[config.mk]
export PLATFORM = sky130hd
export DESIGN_NAME = osd_rect_overlay
export DESIGN_NICKNAME = d
export VERILOG_FILES = /design/src/rtl/osd_rect_overlay.sv
export SDC_FILE = /design/constraint.sdc
export NUM_CORES = 1
export LEC_CHECK = 0
export CAP_MARGIN = 25
export CORE_ASPECT_RATIO = 0.8
export CORE_MARGIN = 2
export CORE_UTILIZATION = 50
export CTS_CLUSTER_SIZE = 8
export DETAILED_ROUTE_END_ITERATION = 10
export GPL_TIMING_DRIVEN = 1
export PLACE_DENSITY_LB_ADDON = 0.05
export SLEW_MARGIN = 15
export SYNTH_ARGS = -nofsm -noshare
export SYNTH_HDL_FRONTEND = slang
export SYNTH_SLANG_ARGS = --single-unit
[constraint.sdc]
create_clock -name clk -period 6.7 [get_ports clk]
set_clock_uncertainty 0.1 [all_clocks]
set_input_delay 1.005 -clock clk [delete_from_list [all_inputs] [get_ports clk]]
set_output_delay 1.005 -clock clk [all_outputs]
set_load 0.02 [all_outputs]
[src/rtl/osd_rect_overlay.sv]
// Rectangular border overlay on a pixel stream, with frame-synchronous config update and optional blink.
// Latency: exactly 1 clk from i_hs/i_vs/i_de/i_data/x/y to o_hs/o_vs/o_de/o_data; all outputs registered.
// Backpressure: none; a free-running video stream that must be accepted every cycle.
module osd_rect_overlay #(
    parameter int DATA_WIDTH = 16,
    parameter int BLINK_BIT  = 4
) (
    input  logic                  clk,
    input  logic                  rst_n,
    input  logic                  i_hs,
    input  logic                  i_vs,
    input  logic                  i_de,
    input  logic [DATA_WIDTH-1:0] i_data,
    input  logic [11:0]           x,
    input  logic [11:0]           y,
    input  logic                  cfg_valid,
    input  logic                  cfg_en,
    input  logic                  cfg_blink,
    input  logic [11:0]           cfg_x0,
    input  logic [11:0]           cfg_y0,
    input  logic [11:0]           cfg_x1,
    input  logic [11:0]           cfg_y1,
    input  logic [3:0]            cfg_thick,
    input  logic [DATA_WIDTH-1:0] cfg_color,
    output logic                  cfg_pending,
    output logic                  o_hs,
    output logic                  o_vs,
    output logic                  o_de,
    output logic [DATA_WIDTH-1:0] o_data,
    output logic [7:0]            frame_cnt
);

    // One configuration bank; both the pending and the active bank use this layout.
    typedef struct packed {
        logic                  en;
        logic                  blink;
        logic [11:0]           x0;
        logic [11:0]           y0;
        logic [11:0]           x1;
        logic [11:0]           y1;
        logic [3:0]            thick;
        logic [DATA_WIDTH-1:0] color;
    } cfg_bank_t;

    cfg_bank_t             r_pend_bank;
    cfg_bank_t             r_act_bank;
    logic                  r_cfg_pending;
    logic                  r_vs_d;
    logic [7:0]            r_frame_cnt;
    logic                  r_hs;
    logic                  r_vs;
    logic                  r_de;
    logic [DATA_WIDTH-1:0] r_data;

    cfg_bank_t             w_cfg_in;
    logic                  w_boundary;
    logic [3:0]            w_t;
    logic                  w_inside;
    logic [11:0]           w_dx0;
    logic [11:0]           w_dx1;
    logic [11:0]           w_dy0;
    logic [11:0]           w_dy1;
    logic                  w_border;
    logic                  w_blink_ok;
    logic                  w_show;

    assign w_cfg_in = '{en:    cfg_en,
                        blink: cfg_blink,
                        x0:    cfg_x0,
                        y0:    cfg_y0,
                        x1:    cfg_x1,
                        y1:    cfg_y1,
                        thick: cfg_thick,
                        color: cfg_color};

    // A frame starts on the 0->1 edge of i_vs only; a held-high i_vs does not retrigger.
    assign w_boundary = i_vs & ~r_vs_d;

    // Frame-edge detector and frame counter (wraps naturally at 8 bits).
    always_ff @(posedge clk) begin
        if (!rst_n) begin
            r_vs_d      <= 1'b0;
            r_frame_cnt <= 8'd0;
        end else begin
            r_vs_d <= i_vs;
            if (w_boundary) begin
                r_frame_cnt <= r_frame_cnt + 8'd1;
            end
        end
    end

    // Double-buffered config: writes land in pending and are promoted only at a frame boundary,
    // except a write that coincides with the boundary, which goes straight to active.
    always_ff @(posedge clk) begin
        if (!rst_n) begin
            r_pend_bank   <= '0;
            r_act_bank    <= '0;
            r_cfg_pending <= 1'b0;
        end else begin
            if (cfg_valid) begin
                r_pend_bank <= w_cfg_in;
            end
            if (w_boundary) begin
                if (cfg_valid) begin
                    r_act_bank <= w_cfg_in;
                end else if (r_cfg_pending) begin
                    r_act_bank <= r_pend_bank;
                end
                r_cfg_pending <= 1'b0;
            end else if (cfg_valid) begin
                r_cfg_pending <= 1'b1;
            end
        end
    end

    // Hit test against the active bank. The offsets are only meaningful when inside,
    // where every subtraction is known to be non-negative, so 12-bit wrap cannot occur.
    always_comb begin
        w_t        = (r_act_bank.thick == 4'd0) ? 4'd1 : r_act_bank.thick;
        w_inside   = (x >= r_act_bank.x0) && (x <= r_act_bank.x1) &&
                     (y >= r_act_bank.y0) && (y <= r_act_bank.y1);
        w_dx0      = x - r_act_bank.x0;
        w_dx1      = r_act_bank.x1 - x;
        w_dy0      = y - r_act_bank.y0;
        w_dy1      = r_act_bank.y1 - y;
        w_border   = w_inside && ((w_dx0 < {8'd0, w_t}) || (w_dx1 < {8'd0, w_t}) ||
                                  (w_dy0 < {8'd0, w_t}) || (w_dy1 < {8'd0, w_t}));
        w_blink_ok = ~r_act_bank.blink | ~r_frame_cnt[BLINK_BIT];
        w_show     = r_act_bank.en & w_border & i_de & w_blink_ok;
    end

    // Output stage: syncs delayed by one clock, pixel replaced by border colour when shown.
    always_ff @(posedge clk) begin
        if (!rst_n) begin
            r_hs   <= 1'b0;
            r_vs   <= 1'b0;
            r_de   <= 1'b0;
            r_data <= '0;
        end else begin
            r_hs   <= i_hs;
            r_vs   <= i_vs;
            r_de   <= i_de;
            r_data <= w_show ? r_act_bank.color : i_data;
        end
    end

    assign o_hs        = r_hs;
    assign o_vs        = r_vs;
    assign o_de        = r_de;
    assign o_data      = r_data;
    assign cfg_pending = r_cfg_pending;
    assign frame_cnt   = r_frame_cnt;

endmodule

Word level (Yosys, flattened, before mapping)
Cells that the tools add are included.
Storage, ports and cells
  flip-flop bits (word level): 168
  bits of input ports: 116
  logic and storage cells: 59
Cells by class
  add/subtract/negate cells: 5
  magnitude comparators: 8
  mux-type cells: 4
  bitwise operators: 9
  reductions and logical operators: 11
Operators with widths (number)
  $mux W70: 2
  $lt A12 B4 Y1: 4
  $sub A12 B12 Y12: 4
  $ge A12 B12 Y1: 2
  $le A12 B12 Y1: 2
  $mux W16: 1
  $add A8 B1 Y8 const B: 1
  $and A1 B1 Y1: 4
  $logic_and A1 B1 Y1: 4
  $logic_not A4 Y1: 1
  $mux W4: 1
  $not A1 Y1: 4
  $logic_or A1 B1 Y1: 3
  $reduce_and A2 Y1: 1
  $reduce_bool A2 Y1: 1
  $reduce_or A2 Y1: 1
  $or A1 B1 Y1: 1

Logic depth before layout (Yosys ltp)
Gate-level depths: netlist of the first run.
  word-level depth: 11
  depth in mapped cells: 16

Least setup slack after synthesis of the first run
OpenSTA, ideal clock, no wires.
  kind: in2reg
  from: input port y[0]
  to: register r_data[10], in the netlist o_data[10]
  setup time: 132 ps
  arrival: 3747 ps
  required time: 6468 ps
  path slack: 2722 ps
  cell stages on the path: 15
  buffers on the path: 2
  cells stage by stage: inv_1 > ha_1 > inv_1 > fa_1 > xor2_1 > ha_1 > a21oi_1 > o21ai_0 > a2111oi_0 > o2111ai_1 > or3_1 > clkbuf_1 > buf_2 > a41oi_2 > nand3_1
Between the ends
  word-level cells in the longest chain between the ends: 9
  elaborated cells on any way between the ends: 15
RTL lines
  from (decl): line 15  | input logic [11:0] y,
  $sub A12 B12 Y12: line 124  | w_dy0 = y - r_act_bank.y0;
  $lt A12 B4 Y1: line 127  | (w_dy0 < {8'd0, w_t}) || (w_dy1 < {8'd0, w_t}));
  $logic_or A1 B1 Y1: line 126  | w_border = w_inside && ((w_dx0 < {8'd0, w_t}) || (w_dx1 < {8'd0, w_t}) ||
  $logic_or A1 B1 Y1: line 127
  $logic_and A1 B1 Y1 (*): line 126
  $and A1 B1 Y1 (*) (3 in a row): line 129  | w_show = r_act_bank.en & w_border & i_de & w_blink_ok;
  $mux W16 (*): line 143  | r_data <= w_show ? r_act_bank.color : i_data;
  to (signal assigned): line 143
  to (decl): line 53  | logic [DATA_WIDTH-1:0] r_data;
Mark *: on every way between the ends. The rest lies on a longest branch, timed or not.
A chain may end at the register's enable or synchronous reset.

Worst setup path after layout of the first run
  from: input port x[0]
  to: register r_data[13], in the netlist o_data[13]
Between the ends
  word-level cells in the longest chain between the ends: 10
  elaborated cells on any way between the ends: 17
RTL lines
  from (decl): line 14  | input logic [11:0] x,
  $sub A12 B12 Y12 (on tied branches): line 122, 123
  $lt A12 B4 Y1: line 126
  $logic_or A1 B1 Y1 (2 in a row): line 126
  $logic_or A1 B1 Y1: line 127
  $logic_and A1 B1 Y1 (*): line 126
  $and A1 B1 Y1 (*) (3 in a row): line 129
  $mux W16 (*): line 143
Marks and branches as above.

==> run_results.csv, run 1 <==
group,metric,value,unit
outcome,status,"finished, final reports clean",
floorplan,die_area,20500,um^2
finish,layout.nets,1370,
setup_path,cp.arrival,4.98,ns
synth,syn_avg_cell_area,8.93,um^2
synth,synth_top_area_frac,0.348,
setup_path,cp_max_fo,17,
synth,synth_edf_count,0,
synth,ys_ff_latch,168,
sta,final-hold-violation-count,0,
power,p_per_area,228,nW/um^2
drt,wl_per_cell,16.7,um
synth,yosysTopAreaCell,"dfxtp_1",
clock_tree,clock_sinks,168,
sta,min_period,4.71,ns
synth,syn-num-nets,1263,
synth,async_flop_share,0,
place,post-place-cells,1427,
drt,wirelength,24.4,mm
power,p_leak,5.51,nW
clock_tree,clk_pin_slew,0.07,ns
floorplan,die_h,128,um
synth,synthTopCellsByArea,"dfxtp_1 (35%), ha_1 (7.9%), mux2i_1 (7.7%)",
synth,synth_cells,1082,
place,place_congestion,0.872,
clock_tree,numCtsBuffers,17,
sta,setup_viol,0,
floorplan,ioPinCount,144,
drt,antenna_left,0,
setup_path,critical_path.endpoint_type,"flip-flop",
synth,synth_common_cells,"dfxtp_1 (168), nand2_1 (104), nor2b_1 (79)",
grt,grt-ovfl-total,0,
sta,slew_headroom,0.387,
drt,drc,0,
sta,worstMarginPinSlew,0.919,ns
min_path,hold_path.class,"reg2reg",
synth,yosysMostFrequentCell,"dfxtp_1",
floorplan,die_x,159,um
power,total_power,2.69,mW
finish,layout-drive-gt1-share,0.0558,
setup_path,cp-start-kind,"input pin",
place,post-place-ws,1.58,ns
clock_tree,clk_latency,0.43,ns
drt,vias_per_cell,5.66,
clock_tree,cts-resized-gates,0,
floorplan,fp.coreArea,19000,um^2
place,io_buffers,143,
synth,synth_ff_type,"dfxtp_1",
clock_tree,root_buffer,"clkbuf_16",
setup_path,path_class,"in2reg",
grt,grt_usage,0.241,
grt,grt_pass1_vias,7695,
sta,min_period_over_period,0.703,
finish,syn2layout_area_growth,22.3,%
floorplan,initial_core_util,0.509,
synth,synth_warnings,0,
clock_tree,clk_path_buf_depth,2,
grt,grt_pass1_wl,40.1,mm
clock_tree,cts_tree,"done",
clock_tree,ctsHoldBuffers,0,
sta,fmax,212,MHz
sta,rsz0062_at_grt,"no",
floorplan,row_count,45,
sta,drv_slew,0,
setup_path,worstSetupStartpoint,"x[0]",
finish,post-route-util,0.623,
place,post-dp-hpwl,17.3,mm
synth,synthesis.area,9670,um^2
clock_tree,postCtsSetupRepairBufs,0,
power,irDropWorstVdd,0.126,mV
synth,yosysSeqAreaShare,0.348,
clock_tree,h-tree-depth,4,
finish,diodes,0,
drt,drt-initial-drc-count,558,
drt,vias,8258,
min_path,min_from,"r_act_bank[4]",
job,cap_violations,0,
setup_path,r2r-start,"r_act_bank[56]",
sta,fin_setup_tns,0,ns
drt,firstDrtPassIters,5,
grt,antenna_found_initial,0,
grt,grt_max_degree,121,
synth,ys_types,70,
finish,fin_cells,1459,
setup_path,cp.required,6.97,ns
sta,worst_slack,1.99,ns
## stage by stage
step	hold slack [ns]	area [um^2]
after global placement	0.371	11200
after global routing	0.416	11800
final	0.395	11800
after floorplan	0.364	9670
after CTS	0.396	11800
after detailed placement	0.378	11200
## metal layers
layer / global-route usage / wire length, um / part of all wire / up-vias
li1: - / - / - / 4113
met1: 0.346 / 12200 / 0.50 / 3864
met2: 0.375 / 10500 / 0.43 / 255
met3: 0.0455 / 1480 / 0.061 / 26
met4: 0.0594 / 272 / 0.011 / 0
met5: 0 / 0 / 0 / -
## power by group
part / leakage, nW / internal (mW) / switching, mW
clock network: 0.281 / 0.532 / 0.442
logic: 3.84 / 0.289 / 0.332
registers: 1.39 / 1.07 / 0.0296
total: 5.51 / 1.89 / 0.804
## cell type report
type                       count  area (um^2)
fill                        1682         7160
multi-input combinational    773         5750
sequential                   168         3360
timing repair buffer         154         1530
clock buffer                  18          439
tap                          258          323
inverter                      75          282
clock inverter                13          136
## layout by cell type, fill, tap and decap left out, types with 24 or more instances in the layout
cell and instances:
inv_1 75, a21oi_1 59, ha_1 61, o211a_1 71, nand2_1 104, dfxtp_1 168, nand3_1 40, and2_1 24
nor2_1 42, clkdlybuf4s50_1 141, mux2i_1 74, o21ai_0 37, nor2b_1 79
## worst paths after layout
path	cells past startpoint	endpoint	slack (ns)
worst max-delay path	14	o_data[13]	1.99
worst min-delay path	1	r_act_bank[4]	0.39
worst max register to register	12	o_data[13]	2.76
worst min register to register	1	r_act_bank[4]	0.39
## cells by family (layout without fill, tap and decap cells)
| group | count (synthesis) | count (layout) | share of synthesized area |
|---|---|---|---|
| flops | 168 | 168 | 0.348 |
| xor+xnor | 16 | 16 | 0.0145 |
| mux | 74 | 74 | 0.0766 |
| simple gates | 333 | 333 | 0.175 |
| compound gates | 285 | 285 | 0.240 |
| buf+inv | 141 | 260 | 0.0590 |
| fa+ha+maj | 65 | 65 | 0.0872 |
## flip-flops by register name, summed over array words and instances (netlist names)
register and flops:
cfg_pending 1, frame_cnt 8, o_data 16, o_de 1
o_hs 1, o_vs 1, r_act_bank 70, r_pend_bank 70
## critical path: stages
cell	delay, ns
clkdlybuf4s50_1	0.45
inv_1	0.10
ha_1	0.17
inv_1	0.05
fa_1	0.42
a211oi_2	0.39
o211ai_1	0.18
a41oi_1	0.33
a221oi_1	0.17
a2111oi_4	0.34
buf_4	0.28
and2_0	0.76
nand3_1	0.19
nand3_1	0.14
(Power assumes the default switching activity.)
==> inputs of run 2 (changes only) <==
Clock period 6.7 ns to 4.79 ns, I/O delays scaled along.
==> run_results.csv, run 2 (synthesis gave the netlist of run 1 again) <==
group,metric,value,unit
drt,wirelength,24.3,mm
setup_path,max_stage_delay,0.65,ns
setup_path,cp_max_fo,16,
finish,layout.nets,1377,
drt,firstDrtPassIters,5,
grt,grt_pass1_wl,40.0,mm
sta,min_period_over_period,0.850,
clock_tree,clock_sinks,168,
setup_path,critical_path_buf_inv_count,2,
power,clock_power_share,0.368,
setup_path,critical_path.endpoint_type,"flip-flop",
sta,fin_setup_tns,0,ns
clock_tree,numCtsBuffers,17,
setup_path,cp.arrival,4.27,ns
power,intPower,2.68,mW
place,io_buffers,143,
finish,multi_input_area,5750,um^2
place,dpl-instance-area,11300,um^2
power,p_per_area,320,nW/um^2
sta,setup_viol,0,
finish,diodes,0,
finish,final_common_cell,"dfxtp_1",
floorplan,fp.coreArea,19000,um^2
place,place_congestion,0.930,
finish,fillers,1694,
sta,worstMarginPinSlew,0.812,ns
drt,drt-initial-drc-count,543,
place,post-place-cells,1435,
grt,grt_max_degree,99,
clock_tree,cts-resized-gates,0,
setup_path,cp-start-kind,"input pin",
sta,fmax,246,MHz
grt,grt_pass1_vias,7716,
finish,layout-drive-gt1-share,0.0612,
drt,vias_per_cell,5.63,
sta,final-hold-violation-count,0,
place,post-dp-hpwl,17.5,mm
floorplan,die_h,128,um
drt,wl_per_cell,16.6,um
clock_tree,cts_tree,"done",
setup_path,crit_chain,"clkdlybuf4s50_1 -> inv_1 -> ha_1 -> nor2b_1 -> o31a_1 -> a21oi_1 -> ha_1 -> a211oi_1 -> o211ai_1 -> a311o_1 -> or4_4 -> a41oi_1 -> nand3_1",
grt,grt_usage,0.241,
finish,fin_area,11900,um^2
finish,post-route-util,0.626,
drt,antenna_left,0,
drt,vias,8263,
floorplan,row_count,45,
floorplan,die_x,159,um
finish,seqCellArea,3360,um^2
clock_tree,postCtsSetupRepairBufs,0,
clock_tree,ctsHoldBuffers,0,
grt,grt-ovfl-total,0,
setup_path,crit_top_cell,"ha_1",
floorplan,die_area,20500,um^2
power,pwr-share-comb,0.228,
setup_path,slowest_stage,"or4_4",
clock_tree,clk_path_buf_depth,2,
finish,layout_common_cells,"dfxtp_1 (168), clkdlybuf4s50_1 (141), nand2_1 (104)",
setup_path,critPathTopFamily,"compound AO/OA/AOI/OAI gates",
grt,antenna_found_initial,0,
sta,slew_headroom,0.458,
power,switchingPower,1.12,mW
power,switching_share,0.295,
setup_path,cp.required,4.99,ns
power,p_leak,5.54,nW
min_path,hold_path.class,"reg2reg",
clock_tree,clk_latency,0.43,ns
power,power_frac_seq,0.403,
sta,drv_slew,0,
sta,min_period,4.07,ns
floorplan,ioPinCount,144,
finish,fin_cells,1467,
power,irDropWorstVdd,0.168,mV
outcome,status,"finished, final reports clean",
clock_tree,root_buffer,"clkbuf_16",
drt,drc,0,
job,cap_violations,0,
clock_tree,h-tree-depth,4,
floorplan,initial_core_util,0.509,
setup_path,path_class,"in2reg",
sta,rsz0062_at_grt,"no",
finish,syn2layout_area_growth,22.9,%
clock_tree,clk_pin_slew,0.07,ns
-- run 2: changes by cell type in the layout (fill, tap and decap cells not counted) --
cell	delta
buf_4	+7
clkinv_4	-2
clkinvlp_4	+2
buf_12	+1
buf_16	-1
bufinv_16	+1
clkbuf_1	+1
clkbuf_8	-1
clkinv_2	+1
inv_6	-1
-- run 2: power groups by stage --
| stage | sequential [mW] | clock, mW | combinational [mW] |
|---|---|---|---|
| 3_3_place_gp | 1.56 | 0 | 0.856 |
| 5_1_grt | 1.54 | 1.49 | 0.967 |
| 6_report | 1.53 | 1.40 | 0.867 |
| 4_1_cts | 1.53 | 1.43 | 0.867 |
| 3_5_place_dp | 1.56 | 0 | 0.857 |
| 2_1_floorplan | 1.57 | 0 | 0.565 |
-- run 2: through the flow --
step                      setup slack (ns)  power (mW)  hold slack, ns
after global placement               0.401        2.42           0.372
after floorplan                       1.10        2.13           0.364
after detailed placement             0.311        2.42           0.380
final                                0.720        3.80           0.392
after global routing                 0.476        4.00           0.412
after CTS                            0.746        3.83           0.395
-- run 2: path summary, 6_finish.rpt --
kind                                startpoint        endpoint  slack, ns  cells past startpoint
worst min-delay path            r_act_bank[12]  r_act_bank[12]       0.39                      1
worst max-delay path                      x[1]       o_data[1]       0.72                     13
worst max register to register  r_act_bank[44]       o_data[1]       1.21                     13
worst min register to register  r_act_bank[12]  r_act_bank[12]       0.39                      1
-- run 2: layout make-up --
| cell class | count | area share |
|---|---|---|
| repair buffers | 161 | 0.133 |
| well taps | 258 | 0.0272 |
| inverters | 75 | 0.0237 |
| multi-input cells | 773 | 0.484 |
| clock inverters | 14 | 0.0135 |
| clock buffers | 18 | 0.0361 |
| flip-flops and latches | 168 | 0.283 |
-- run 2: routing by layer --
metal	vias to the layer above	track usage	wire (um)
li1	4131	-	-
met1	3883	0.345	12000
met2	229	0.379	10800
met3	20	0.0480	1330
met4	0	0.0513	216
met5	-	0	0
